===== src/rtl/fetch_redirect_ctrl_if.sv =====
`default_nettype none
// ============================================================================
// Module   : fetch_redirect_ctrl_if
// Brief    : Branch-unit / fetch handshake bundle for the PC redirect controller.
// Revision : 1.0 - initial release
// ============================================================================
interface fetch_redirect_ctrl_if #(
    parameter int unsigned XLEN = 32
);
    logic            Stall;
    logic            ExValid;
    logic            PCNextSrc;
    logic [XLEN-1:0] BranchTarget;
    logic [XLEN-1:0] PC;
    logic [XLEN-1:0] PCPlus4;
    logic            FetchValid;
    logic            Flush;
    logic            MisalignTrap;
    logic [XLEN-1:0] BadAddr;

    // Branch unit / EX side: supplies the decision, observes the fetch stream.
    modport master (
        output Stall,
        output ExValid,
        output PCNextSrc,
        output BranchTarget,
        input  PC,
        input  PCPlus4,
        input  FetchValid,
        input  Flush,
        input  MisalignTrap,
        input  BadAddr
    );

    // Fetch controller side.
    modport slave (
        input  Stall,
        input  ExValid,
        input  PCNextSrc,
        input  BranchTarget,
        output PC,
        output PCPlus4,
        output FetchValid,
        output Flush,
        output MisalignTrap,
        output BadAddr
    );
endinterface
`default_nettype wire


===== src/rtl/fetch_redirect_ctrl.sv =====
`default_nettype none
// ============================================================================
// Module   : fetch_redirect_ctrl
// Brief    : Owns the PC, applies branch redirects, flushes the wrong path and
//            traps misaligned redirect targets.
// Revision : 1.0 - initial release
// ============================================================================
module fetch_redirect_ctrl #(
    parameter int unsigned     XLEN         = 32,
    parameter logic [XLEN-1:0] RESET_PC     = XLEN'(32'h0000_0000),
    parameter logic [XLEN-1:0] TRAP_VECTOR  = XLEN'(32'h0000_0100),
    parameter int unsigned     FLUSH_CYCLES = 2
) (
    input  wire logic            clk,
    input  wire logic            rst_n,
    fetch_redirect_ctrl_if.slave bus
);

    localparam int unsigned         CNT_W        = (FLUSH_CYCLES > 1) ? $clog2(FLUSH_CYCLES) : 1;
    localparam logic [CNT_W-1:0]    C_FLUSH_LOAD = CNT_W'(FLUSH_CYCLES - 1);
    localparam logic [XLEN-1:0]     C_PC_STEP    = XLEN'(4);

    typedef enum logic [1:0] {
        ST_BOOT  = 2'd0,
        ST_RUN   = 2'd1,
        ST_FLUSH = 2'd2
    } state_t;

    state_t            r_state;
    logic [XLEN-1:0]   r_pc;
    logic [XLEN-1:0]   r_bad_addr;
    logic              r_flush;
    logic              r_trap;
    logic [CNT_W-1:0]  r_flush_cnt;

    logic              w_redirect;
    logic              w_misaligned;
    logic [XLEN-1:0]   w_pc_plus4;

    assign w_redirect   = bus.ExValid & bus.PCNextSrc;
    assign w_misaligned = |bus.BranchTarget[1:0];
    assign w_pc_plus4   = r_pc + C_PC_STEP;

    always_ff @(posedge clk or negedge rst_n) begin
        if (!rst_n) begin
            r_state     <= ST_BOOT;
            r_pc        <= RESET_PC;
            r_bad_addr  <= '0;
            r_flush     <= 1'b0;
            r_trap      <= 1'b0;
            r_flush_cnt <= '0;
        end else begin
            // The trap flag is a single-cycle pulse unless re-armed below.
            r_trap <= 1'b0;
            case (r_state)
                ST_BOOT: begin
                    r_state <= ST_RUN;
                end
                ST_RUN: begin
                    if (w_redirect) begin
                        r_flush     <= 1'b1;
                        r_flush_cnt <= C_FLUSH_LOAD;
                        r_state     <= ST_FLUSH;
                        if (w_misaligned) begin
                            r_pc       <= TRAP_VECTOR;
                            r_bad_addr <= bus.BranchTarget;
                            r_trap     <= 1'b1;
                        end else begin
                            r_pc <= bus.BranchTarget;
                        end
                    end else if (!bus.Stall) begin
                        r_pc <= w_pc_plus4;
                    end
                end
                ST_FLUSH: begin
                    // Redirect inputs are deliberately ignored while draining.
                    if (r_flush_cnt == '0) begin
                        r_flush <= 1'b0;
                        r_state <= ST_RUN;
                    end else begin
                        r_flush_cnt <= r_flush_cnt - CNT_W'(1);
                    end
                end
                default: begin
                    r_state <= ST_BOOT;
                    r_flush <= 1'b0;
                end
            endcase
        end
    end

    assign bus.PC           = r_pc;
    assign bus.PCPlus4      = w_pc_plus4;
    assign bus.FetchValid   = (r_state == ST_RUN) & ~bus.Stall;
    assign bus.Flush        = r_flush;
    assign bus.MisalignTrap = r_trap;
    assign bus.BadAddr      = r_bad_addr;

endmodule
`default_nettype wire


===== src/flat_wrapper.sv =====
// flat-port wrapper written by rule: the top's interface ports become plain ports
module fetch_redirect_ctrl_flat 
#(
    parameter int unsigned     XLEN         = 32,
    parameter logic [XLEN-1:0] RESET_PC     = XLEN'(32'h0000_0000),
    parameter logic [XLEN-1:0] TRAP_VECTOR  = XLEN'(32'h0000_0100),
    parameter int unsigned     FLUSH_CYCLES = 2
)
  (clk, rst_n, bus_Stall, bus_ExValid, bus_PCNextSrc, bus_BranchTarget, bus_PC, bus_PCPlus4, bus_FetchValid, bus_Flush, bus_MisalignTrap, bus_BadAddr);
  fetch_redirect_ctrl_if #(.XLEN(XLEN)) bus_i ();
  input  wire logic clk;
  input  wire logic rst_n;
  input wire logic [$bits(bus_i.Stall)-1:0] bus_Stall;
  input wire logic [$bits(bus_i.ExValid)-1:0] bus_ExValid;
  input wire logic [$bits(bus_i.PCNextSrc)-1:0] bus_PCNextSrc;
  input wire logic [$bits(bus_i.BranchTarget)-1:0] bus_BranchTarget;
  output wire logic [$bits(bus_i.PC)-1:0] bus_PC;
  output wire logic [$bits(bus_i.PCPlus4)-1:0] bus_PCPlus4;
  output wire logic [$bits(bus_i.FetchValid)-1:0] bus_FetchValid;
  output wire logic [$bits(bus_i.Flush)-1:0] bus_Flush;
  output wire logic [$bits(bus_i.MisalignTrap)-1:0] bus_MisalignTrap;
  output wire logic [$bits(bus_i.BadAddr)-1:0] bus_BadAddr;
  assign bus_i.Stall = bus_Stall;
  assign bus_i.ExValid = bus_ExValid;
  assign bus_i.PCNextSrc = bus_PCNextSrc;
  assign bus_i.BranchTarget = bus_BranchTarget;
  assign bus_PC = bus_i.PC;
  assign bus_PCPlus4 = bus_i.PCPlus4;
  assign bus_FetchValid = bus_i.FetchValid;
  assign bus_Flush = bus_i.Flush;
  assign bus_MisalignTrap = bus_i.MisalignTrap;
  assign bus_BadAddr = bus_i.BadAddr;
  fetch_redirect_ctrl #(.XLEN(XLEN), .RESET_PC(RESET_PC), .TRAP_VECTOR(TRAP_VECTOR), .FLUSH_CYCLES(FLUSH_CYCLES)) u_core (.clk(clk), .rst_n(rst_n), .bus(bus_i));
endmodule

===== config.mk =====
export PLATFORM = sky130hd
export DESIGN_NAME = fetch_redirect_ctrl_flat
export DESIGN_NICKNAME = d
export VERILOG_FILES = /design/src/rtl/fetch_redirect_ctrl_if.sv /design/src/rtl/fetch_redirect_ctrl.sv /design/src/flat_wrapper.sv
export SDC_FILE = /design/constraint.sdc
export NUM_CORES = 1
export LEC_CHECK = 0
export BUFFER_PORTS_ARGS = -buffer_cell sky130_fd_sc_hd__buf_2
export CAP_MARGIN = 20
export CORE_ASPECT_RATIO = 0.5
export CORE_MARGIN = 1
export CORE_UTILIZATION = 52
export CTS_BUF_LIST = sky130_fd_sc_hd__clkbuf_4 sky130_fd_sc_hd__clkbuf_8
export CTS_CLUSTER_DIAMETER = 200
export CTS_CLUSTER_SIZE = 25
export DETAILED_ROUTE_END_ITERATION = 8
export GPL_ROUTABILITY_DRIVEN = 0
export PLACE_DENSITY_LB_ADDON = 0.3
export SYNTH_ARGS = -nofsm -noshare
export SYNTH_HDL_FRONTEND = slang
export SYNTH_SLANG_ARGS = --single-unit

===== constraint.sdc =====
create_clock -name clk -period 3.2 [get_ports clk]
set_input_delay 0.96 -clock clk [delete_from_list [all_inputs] [get_ports clk]]
set_output_delay 0.96 -clock clk [all_outputs]
set_load 0.005 [all_outputs]

==> summary.txt, run 1 <==
Die
  • I/O pin total: 136
  • Starting Density: 53.80%
  • Die area: 7978 um2
  • Cell row count: 22
  • Die X: between 100 and 150 um
  • Core ar.: 7350 um2
  • Die Y: 63.66 um

Finish
  • N_diodes: 0
  • Area Growth Syn to Fin: 28.96%
  • Post-layout nets: 570
  • Final core utilization: 69.37%
  • Layout fillers: 626
  • Final instance area: slightly above 5000 um2
  • Post-Layout Cell Count: about 630
  • Layout cells sized above 1: 44.51%

Synthesis
  • Synth cell types: 51
  • Syn nets: 429
  • Top FF cell, synth: dfrtp_1
  • Flop and latch count out of synthesis: 69
  • Multiplexer share of the synthesized area: 11.87%
  • Largest family of logic cells by synthesized area: simple AND/OR/NAND/NOR gates
  • Synthesized area: between 3000 and 4000 um2
  • Async set-reset flop share out of synthesis: 100.0%
  • Synthesis Warnings: 0
  • Post-Synthesis Cells: 391
  • Simple-gate portion of the synthesized area: 19.62%
  • Xor/xnor share of the synthesized area: 6.203%
  • Compound-Gate Fraction of Synth Area: between 10% and 20%
  • Adder-cell share of the synthesized area: less than 1%
  • Seq/Total Area, Yosys: a little over two fifths
  • Avg Synthesized Cell Area: 10.11 um2
  • EDFF count, synth: 0

Power and ir drop
  • Clock share of power: between 20 and 25%
  • Switching share of power: approximately a third
  • Peak supply drop: between 0.0005 and 0.0006 V
  • Power per cell area: between 700 and 800 nW/um2
  • Switching power total: 1309 uW
  • Int Power: 2405 uW
  • Share of power burned in registers: 40.7%
  • Leakage Power: 0.002333 uW
  • Comb pwr share: a little under two fifths

Global route
  • Initial antenna violation count: 0
  • Global-route wire length before repair: 16.68 mm
  • GRT Overall Usage: roughly a quarter
  • Vias in the first global route: 3421
  • Largest net degree at the start of global routing: 70
  • Grt ovf: 0

STA
  • Clk_skew: 6.390 ps
  • Slew HR: between 40% and 50%
  • Period utilization: 97.63%
  • Worst Tran Pin Value: slightly below 900 ps
  • Period minus WS final: 3124 ps
  • Final setup viols: 0
  • Final Hold Vio Count: 0
  • Pins Over Slew Limit: 0
  • Highest Clock Rate: 320.1 MHz

Worst hold path
  • Worst hold path class: flip-flop to flip-flop

Clock tree
  • Clock sink total: 69
  • Clk_lat worst skew: 350 ps
  • Clk Tree Root Cell: clkbuf_8
  • CTS tree: yes
  • CTS max path bufs: 2
  • Reg clk slew, reported paths: 70 ps
  • CTS buffer count: 9
  • Htree depth: 3

Run status
  • Failing checks: design-rule violations
  • Status: complete, but fails checks

Route
  • Routed WL: 10.24 mm
  • M1 WL: 4.903 mm
  • Via Count: ~3600
  • Pre-antenna DRT Iters: 7
  • Final ANT Viol Nets: 0
  • Remaining DRCs: 9
  • Initial DRC count: 173
  • Routed vias/inst: roughly 5.6
  • Met2 WL: 4.589 mm
  • Wire length on met3: 589 um
  • Routed length per instance: 16.17 um
  • Highest routed layer: met4

Worst setup path
  • Crit path launch type: flip-flop
  • CP delay by family, top: simple AND/OR/NAND/NOR gates
  • Slowest-stage cell, CP: or4_4
  • Crit path capture type: output port
  • Setup Crit Path Kind: flip-flop to output port
  • Largest stage delay on the critical path: roughly 600 ps
  • Worst path bufs/invs: 2
  • CP arrival: between 2000 and 2500 ps
  • Cell Chain, Critical Path: buf_4, nand4_2, or4_4, nor4_4, xnor2_1, buf_2
  • Crit-path max FO: 5
  • Crit path required time: ~2200 ps

Place
  • Port bufs: 135
  • Area post-placement: 4736 um2
  • Inst Count DP: 605
  • Detailed placement HPWL: 6.994 mm

Flow run
  • # Max-Cap Violations: 0
## metrics by stage
step,TNS (ps),worst slack [ps],power (uW),hold WS [ps]
4_1_cts,0,17.31,3667,503.5
3_5_place_dp,0,238.3,2865,483.6
3_3_place_gp,0,296.5,2829,479.3
6_report,0,75.79,3714,503.9
2_1_floorplan,0,490.7,2238,461.6
5_1_grt,-22.30,-14.34,3972,523.5
## power groups by stage
| stage | registers, uW | logic, uW | clock network, uW |
|---|---|---|---|
| 2_1_floorplan | 1460 | 781 | 0 |
| 3_3_place_gp | 1480 | 1350 | 0 |
| 3_5_place_dp | 1500 | 1360 | 0 |
| 4_1_cts | 1490 | 1370 | 807 |
| 5_1_grt | 1570 | 1550 | 850 |
| 6_report | 1510 | 1400 | 798 |
## cell type report
type                    instances  area, um2  share of cell area [%]
flip-flops and latches         69       1744                   34.21
well taps                      96      120.1                   2.356
clock inverters                 4      72.57                   1.423
multi-input cells             276       2081                   40.81
repair buffers                162      882.1                   17.30
clock buffers                  12      146.4                   2.871
inverters                      14      52.55                   1.031
## routing by layer
metal / track usage (%) / up-vias
met1: 35.24 / 1717
met2: 43.44 / 109
li1: - / 1715
met3: 7.307 / 14
met4: 7.165 / 0
met5: 0 / -
## sequential cells by signal (all words and copies together), names as in the netlist
name and cells:
u_core.bus.PC 32, u_core.bus.BadAddr 32, u_core.r_flush_cnt 1, u_core.r_state 2
u_core.bus.MisalignTrap 1, u_core.bus.Flush 1
## path summary, 6_finish.rpt
check                      slack, ps  cells past startpoint              startpoint                endpoint
max                               80                      6        u_core.bus.PC[2]         bus_PCPlus4[29]
min                              500                      1  u_core.bus.BadAddr[19]  u_core.bus.BadAddr[19]
max reg2reg                     1020                      5       u_core.r_state[1]       u_core.bus.PC[28]
min reg2reg                      500                      1  u_core.bus.BadAddr[19]  u_core.bus.BadAddr[19]
max in group asynchronous       1830                      1                   rst_n       u_core.bus.PC[12]
min in group asynchronous        720                      1                   rst_n  u_core.bus.BadAddr[24]
## Yosys cell counts, drive strengths merged (2+ instances only)
master	instances	area share, %
nor2	25	2.4
nand2b	3	0.47
nand4	13	3.0
nand3	14	1.8
a21oi	14	1.8
a311o	5	1.3
nor2b	2	0.32
clkbuf	11	1.0
o22ai	4	0.63
xnor2	18	4.0
o311ai	2	0.44
xor2	10	2.2
nor4	14	3.5
and2	7	1.1
buf	21	2.9
and3	4	0.63
and4	6	1.3
mux2i	12	3.0
inv	14	1.3
dfrtp	69	44
a22oi	6	1.1
a221oi	2	0.44
o2bb2ai	9	2.0
or4	2	0.57
o31a	2	0.44
mux2	31	8.8
o211ai	5	0.95
nor3	9	1.1
nand2	27	2.6
o21ai	16	2.0
a22o	2	0.44
## cells by family (layout without fill, tap and decap cells)
logic type | after synthesis | count (layout)
adder cells (fa/ha/maj) | 1 | 1
XOR/XNOR | 28 | 28
AO/OA/AOI/OAI | 74 | 74
buffers and inverters | 46 | 192
AND/OR/NAND/NOR | 130 | 130
flip-flops | 69 | 69
multiplexers | 43 | 43
## worst reg2reg max path, cell delays in order (launching register included)
cell and delay (ps):
dfrtp_1 410, nand2b_1 390, a21oi_4 570, buf_4 290, mux2i_1 100, a311o_1 310
## cell usage in the layout, fill, tap and decap left out, types with 4 or more instances in the layout
| cell | n |
|---|---|
| and3_1 | 4 |
| clkbuf_8 | 9 |
| o2bb2ai_1 | 9 |
| mux2i_1 | 12 |
| nand4_1 | 10 |
| buf_2 | 134 |
| o21ai_0 | 16 |
| inv_1 | 14 |
| a22oi_1 | 6 |
| xnor2_1 | 18 |
| xor2_1 | 10 |
| a311o_1 | 5 |
| and4_1 | 6 |
| nor3_1 | 8 |
| mux2_2 | 31 |
| nor4_1 | 8 |
| a21oi_1 | 13 |
| buf_4 | 26 |
| nor2_1 | 25 |
| nand3_1 | 13 |
| nand2_1 | 27 |
| o211ai_1 | 5 |
| dfrtp_1 | 55 |
| o22ai_1 | 4 |
| and2_1 | 7 |
| dfrtp_2 | 14 |
## what timing repair did
item / CTS / global route
hold buffers: 0 / 0
resized for setup: 6 / 15
endpoints found under the setup margin: 6 / 15
setup buffers: 4 / 8
pin swaps: 2 / 6
Power figures use the tool's default switching activity.
==> run 2: changes to the inputs <==
--- a/config.mk
+++ b/config.mk
@@ -18,2 +18,3 @@
 export PLACE_DENSITY_LB_ADDON = 0.3
+export SLEW_MARGIN = 40
 export SYNTH_ARGS = -nofsm -noshare
==> constraint.sdc (replaced) <==
create_clock -name clk -period 3.2 [get_ports clk]
set_input_delay 0.32 -clock clk [delete_from_list [all_inputs] [get_ports clk]]
set_output_delay 0.32 -clock clk [all_outputs]
set_load 0.005 [all_outputs]
==> summary.txt, run 2 (synthesized netlist as in run 1, its figures left out) <==
Run status
  • Status: complete, but fails checks
  • Failing checks: design-rule violations

Global route
  • Initial antenna violation count: 0 (unchanged)
  • Grt ovf: 0 (unchanged)
  • GRT Overall Usage: 26.96% (+0.27 points)
  • Global-route wire length before repair: 16.62 mm (-0.37%)
  • Largest net degree at the start of global routing: 70 (unchanged)
  • Vias in the first global route: 3255 (-4.9%)

Worst hold path
  • WHS Path Cells: 2 (+1)
  • Worst hold path class: primary input to flip-flop

Finish
  • Final instance area: 4936 um2 (-3.2%)
  • Area Growth Syn to Fin: 24.84%
  • Commonest non-fill, non-tap cells in the layout: 134 x buf_2, 69 x dfrtp_1, 31 x mux2_2
  • Layout cells sized above 1: 38.61% (-5.9 points)
  • N_diodes: 0 (unchanged)
  • Most common cell after layout, fill and taps aside: buf_2
  • Post-layout nets: 551 (-3.3%)

Die
  • Core ar.: 7350 um2 (unchanged)
  • Starting Density: 53.80% (unchanged)
  • Die X: 125.3 um (unchanged)
  • Die area: 7978 um2 (unchanged)
  • Die Y: 63.66 um (unchanged)
  • Cell row count: 22 (unchanged)
  • I/O pin total: 136 (unchanged)

Route
  • Final ANT Viol Nets: 0 (unchanged)
  • Remaining DRCs: 9 (unchanged)
  • Routed length per instance: 16.38 um (+1.3%)
  • Pre-antenna DRT Iters: 7 (unchanged)
  • Via Count: 3491 (-1.8%)
  • Routed WL: 10.06 mm (-1.8%)
  • Initial DRC count: 188 (+8.7%)
  • Routed vias/inst: 5.686 (+1.2%)

Clock tree
  • Clk Tree Root Cell: clkbuf_8
  • Reg clk slew, reported paths: 80 ps (about the same)
  • Post-CTS Setup Inserts: 0 (-4)
  • CTS tree: yes
  • CTS max path bufs: 2 (unchanged)
  • Htree depth: 3 (unchanged)
  • CTS buffer count: 9 (unchanged)
  • Clk_lat worst skew: 360 ps (about the same)
  • Clock sink total: 69 (unchanged)

Flow run
  • # Max-Cap Violations: 0 (unchanged)

STA
  • Period minus WS final: 2871 ps (-252.8 ps)
  • Slew HR: 48.49% (+7.7 points)
  • Pins Over Slew Limit: 0 (unchanged)
  • Period utilization: 89.73% (-7.9 points)
  • Fin Setup TNS: 0 ps (unchanged)
  • Clk_skew: 8.333 ps (+1.943 ps)
  • Final Hold Vio Count: 0 (unchanged)
  • Worst Tran Pin Value: 770.9 ps (-117.7 ps)
  • Final setup viols: 0 (unchanged)
  • Highest Clock Rate: 348.3 MHz (+8.8%)
  • RSZ-0062 raised after global routing: false

Worst setup path
  • Worst-case reg-to-reg path depth: 6 (+1)
  • Setup Crit Path Kind: flip-flop to output port
  • CP arrival: 2550 ps (+390 ps)
  • Setup slack, reg-to-reg: 890 ps (-130 ps)
  • Crit path launch type: flip-flop
  • Crit path capture type: output port
  • Crit-path max FO: 10 (+5)
  • Crit path required time: 2880 ps (+640 ps)

Place
  • Area post-placement: 4684 um2 (-1.1%)
  • Port bufs: 135 (unchanged)
  • Detailed placement HPWL: 7.003 mm (+0.13%)

Power and ir drop
  • Leakage Power: 0.002250 uW (-3.6%)
  • Peak supply drop: 0.0004504 V (-16%)
  • Power per cell area: 741.6 nW/um2 (+1.8%)
[run 2: layout make-up]
type	instances	area, um2
clock inverter	5	82.58
clock buffer	11	151.4
sequential	69	1727
multi-input combinational	276	2046
inverter	14	52.55
tap	96	120.1
timing repair buffer	143	757.0
fill	630	2414
[run 2: power by group]
group          total, uW  internal, uW  switching (uW)
sequential          1500          1180             320
clock                828           481             347
combinational       1330           703             627
[run 2: worst paths after layout]
check | startpoint | to
hold reg to reg | u_core.bus.BadAddr[19] | u_core.bus.BadAddr[19]
max in group asynchronous | rst_n | u_core.bus.PC[29]
setup reg to reg | u_core.bus.PC[2] | u_core.bus.PC[22]
hold / removal | bus_BranchTarget[26] | u_core.bus.BadAddr[26]
setup / recovery | u_core.bus.PC[2] | bus_PCPlus4[26]
min in group asynchronous | rst_n | u_core.bus.BadAddr[23]
[run 2: per-stage QoR]
step / hold WS [ps] / setup WS (ps) / std cells / total power [uW] / util (%)
final: 204.7 / 328.6 / 614 / 3661 / 67.16
after global routing: 191.5 / 11.26 / 614 / 3916 / 67.16
after CTS: 198.3 / 197.4 / 613 / 3680 / 67.06
after detailed placement: 371.3 / 590.7 / 596 / 2849 / 63.74
after global placement: 479.8 / 622.7 / 596 / 2808 / 63.69
after floorplan: 24.41 / 1131 / 391 / 2238 / -
[run 2: routing by layer]
layer | vias up | part of all wire [%] | global-route usage [%]
met3 | 11 | 6.1 | 6.457
met5 | - | 0 | 0
met2 | 120 | 45 | 42.18
met4 | 0 | 1.1 | 8.232
met1 | 1682 | 48 | 37.11
li1 | 1678 | - | -
[run 2: critical path: stages, from the launching register on]
cell and delay [ps]:
dfrtp_1 460, ha_1 270, nand3_1 320, nor4_4 410, buf_4 250, and3_1 200
xor2_1 150, buf_2 130
[run 2: what timing repair did]
item | 4_1_cts | 5_1_grt
resized for setup | 0 | 0
hold buffers | 1 | 0
endpoints found under the hold margin | 52 | 0
==> run 3: changes to the inputs <==
- ABC_AREA: not set -> 1
==> summary.txt, run 3 <==
Place
  • Detailed placement HPWL: 7.059 mm (+0.80%)
  • Area post-placement: 4509 um2 (-3.7%)
  • Port bufs: 135 (unchanged)

Power and ir drop
  • Power per cell area: 885.9 nW/um2 (+19%)
  • Int Power: 2396 uW (+1.2%)
  • Comb pwr share: 44.8% (+8.5 points)
  • Switching share of power: 42.52% (+7.2 points)
  • Peak supply drop: 0.0004784 V (+6.2%)
  • Clock share of power: 16.3% (-6.3 points)
  • Share of power burned in registers: 38.9% (-2.1 points)
  • Switching power total: 1772 uW (+37%)
  • Leakage Power: 0.002599 uW (+16%)

Synthesis
  • Top FF cell, synth: dfrtp_1
  • Async set-reset flop share out of synthesis: 100.0% (unchanged)
  • Synthesis Warnings: 0 (unchanged)
  • Post-Synthesis Cells: 505 (+29%)
  • Synth cell types: 30 (-41%)
  • Top post-synthesis cells by area: dfrtp_1 45%, nand2_1 19%, a21oi_1 7.0%
  • EDFF count, synth: 0 (unchanged)
  • Most common cell in the netlist: nand2_1
  • Most frequent cells after synthesis: 198 x nand2_1, 69 x dfrtp_1, 55 x nor2_1
  • Top-area cell type share of the netlist area: 44.88% (+1.2 points)
  • Flop and latch count out of synthesis: 69 (unchanged)
  • Syn nets: 543 (+27%)
  • Avg Synthesized Cell Area: 7.619 um2 (-25%)
  • Seq/Total Area, Yosys: 44.88% (+1.2 points)
  • Top cell type by total area after synthesis: dfrtp_1
  • Synthesized area: 3847 um2 (-2.7%)

STA
  • Final Hold Vio Count: 0 (unchanged)
  • Worst hold margin: 160.4 ps (-44.33 ps)
  • Final setup viols: 0 (unchanged)
  • Period minus WS final: 2230 ps (-641.8 ps)
  • Pins Over Slew Limit: 0 (unchanged)
  • Worst Tran Pin Value: 690.8 ps (-80.04 ps)
  • Slew HR: 53.78% (+5.3 points)
  • Clk_skew: 6.506 ps (-1.827 ps)
  • Highest Clock Rate: 448.5 MHz (+29%)
  • Fin Setup TNS: 0 ps (unchanged)
  • RSZ-0062 raised after global routing: false
  • Period utilization: 69.67% (-20 points)

Global route
  • Global-route wire length before repair: 16.46 mm (-0.96%)
  • GRT Overall Usage: 27.78% (+0.82 points)
  • Grt ovf: 0 (unchanged)
  • Initial antenna violation count: 0 (unchanged)
  • Vias in the first global route: 3453 (+6.1%)
  • Largest net degree at the start of global routing: 70 (unchanged)

Worst setup path
  • Crit path required time: 2880 ps (about the same)
  • Cell Chain, Critical Path: ha_1, nand2_2, nor2_4, nand2_4, nor2_8, nand2_1, nand2_1, nand2_1, buf_2
  • Largest stage delay on the critical path: 420 ps (-40 ps)
  • CP delay by family, top: simple AND/OR/NAND/NOR gates
  • Worst path bufs/invs: 1 (-1)
  • Setup Crit Path Kind: flip-flop to output port
  • Most frequent CP cell: nand2_1
  • CP arrival: 1910 ps (-640 ps)
  • Slowest-stage cell, CP: dfrtp_1
  • Crit-path max FO: 5 (-5)
  • Worst-case reg-to-reg path depth: 7 (+1)
  • Crit path launch type: flip-flop
  • Crit. path cell count: 9 (+2)
  • Crit path capture type: output port

Clock tree
  • CTS tree: yes
  • Clk Tree Root Cell: clkbuf_8
  • Clock sink total: 69 (unchanged)
  • CTS buffer count: 9 (unchanged)
  • CTS max path bufs: 2 (unchanged)
  • Htree depth: 3 (unchanged)
  • Reg clk slew, reported paths: 70 ps (about the same)
  • Clk_lat worst skew: 370 ps (about the same)
  • Post-CTS sizing: 0 (unchanged)

Die
  • Die area: 7768 um2 (-2.6%)
  • Die Y: 62.83 um (-1.3%)
  • Core ar.: 6910 um2 (-6.0%)
  • Starting Density: 55.68% (+1.9 points)
  • Cell row count: 21 (-4.5%)
  • Die X: 123.6 um (-1.3%)
  • I/O pin total: 136 (unchanged)

Worst hold path
  • Worst hold path class: primary input to flip-flop
  • WHS Path Cells: 3 (+1)

Finish
  • Most common cell after layout, fill and taps aside: nand2_1
  • Final core utilization: 68.08% (+0.92 points)
  • Layout cells sized above 1: 29.62% (-9.0 points)
  • Final instance area: 4705 um2 (-4.7%)
  • Post-layout nets: 672 (+22%)
  • Area Growth Syn to Fin: 22.28%
  • Layout fillers: 630 (unchanged)
  • N_diodes: 0 (unchanged)
  • Commonest non-fill, non-tap cells in the layout: 198 x nand2_1, 134 x buf_2, 69 x dfrtp_1

Run status
  • Status: complete, no violations

Route
  • Pre-antenna DRT Iters: 5 (-2)
  • Via Count: 3693 (+5.8%)
  • Final ANT Viol Nets: 0 (unchanged)
  • Routed vias/inst: 5.059 (-11%)
  • Remaining DRCs: 0 (-9)
  • Initial DRC count: 227 (+21%)
  • Routed length per instance: 13.65 um (-17%)
  • Routed WL: 9.966 mm (-0.89%)

Flow run
  • # Max-Cap Violations: 0 (unchanged)
-- run 3: stage by stage --
| stage | total power, uW | setup WS [ps] | cells |
|---|---|---|---|
| 5_1_grt | 4516 | 800.8 | 730 |
| 6_report | 4168 | 970.4 | 730 |
| 4_1_cts | 4183 | 959.9 | 730 |
| 3_3_place_gp | 3433 | 1194 | 714 |
| 3_5_place_dp | 3494 | 1073 | 714 |
| 2_1_floorplan | 2657 | 1624 | 505 |
-- run 3: what timing repair did --
item,in CTS,in global routing
hold buffers,1,0
endpoints found under the hold margin,69,0
setup buffers,0,0
-- run 3: worst paths after layout --
check | start | slack (ps) | to
max in group asynchronous | rst_n | 2220 | u_core.bus.BadAddr[3]
min reg2reg | u_core.bus.BadAddr[0] | 480 | u_core.bus.BadAddr[0]
max reg2reg | u_core.r_state[1] | 1040 | u_core.bus.BadAddr[28]
min | bus_BranchTarget[31] | 160 | u_core.bus.BadAddr[31]
max | u_core.bus.PC[2] | 970 | bus_PCPlus4[20]
min in group asynchronous | rst_n | 510 | u_core.bus.BadAddr[1]
-- run 3: layout make-up --
type / instances / area (um2) / area share, %
multi-input cells: 384 / 1854 / 39.41
flip-flops and latches: 69 / 1727 / 36.70
repair buffers: 137 / 699.4 / 14.87
clock buffers: 14 / 180.2 / 3.830
inverters: 33 / 123.9 / 2.633
well taps: 92 / 115.1 / 2.447
clock inverters: 1 / 5.005 / 0.1064
-- run 3: cells by family after synthesis --
family	Yosys count	synth area share, %
simple gates	302	34.24
compound gates	66	9.041
fa+ha+maj	1	0.3252
xor+xnor	15	4.585
buf+inv	52	6.927
flops	69	44.88
-- run 3: per-layer routing --
metal / track usage, % / routed length [um]
met2: 43.26 / 4553
met1: 38.14 / 4605
met3: 7.026 / 686
met5: 0 / 0
met4: 7.982 / 121
-- run 3: worst min-delay path, stage by stage --
cell     delay [ps]
buf_2            90
nand2_1          50
nand2_1          40
-- run 3: power by group through the flow --
| stage | logic, uW | clock network, uW | registers, uW |
|---|---|---|---|
| after CTS | 1880 | 684 | 1610 |
| after detailed placement | 1870 | 0 | 1630 |
| after global routing | 2110 | 725 | 1680 |
| after floorplan | 1060 | 0 | 1600 |
| final | 1870 | 678 | 1620 |
| after global placement | 1820 | 0 | 1620 |
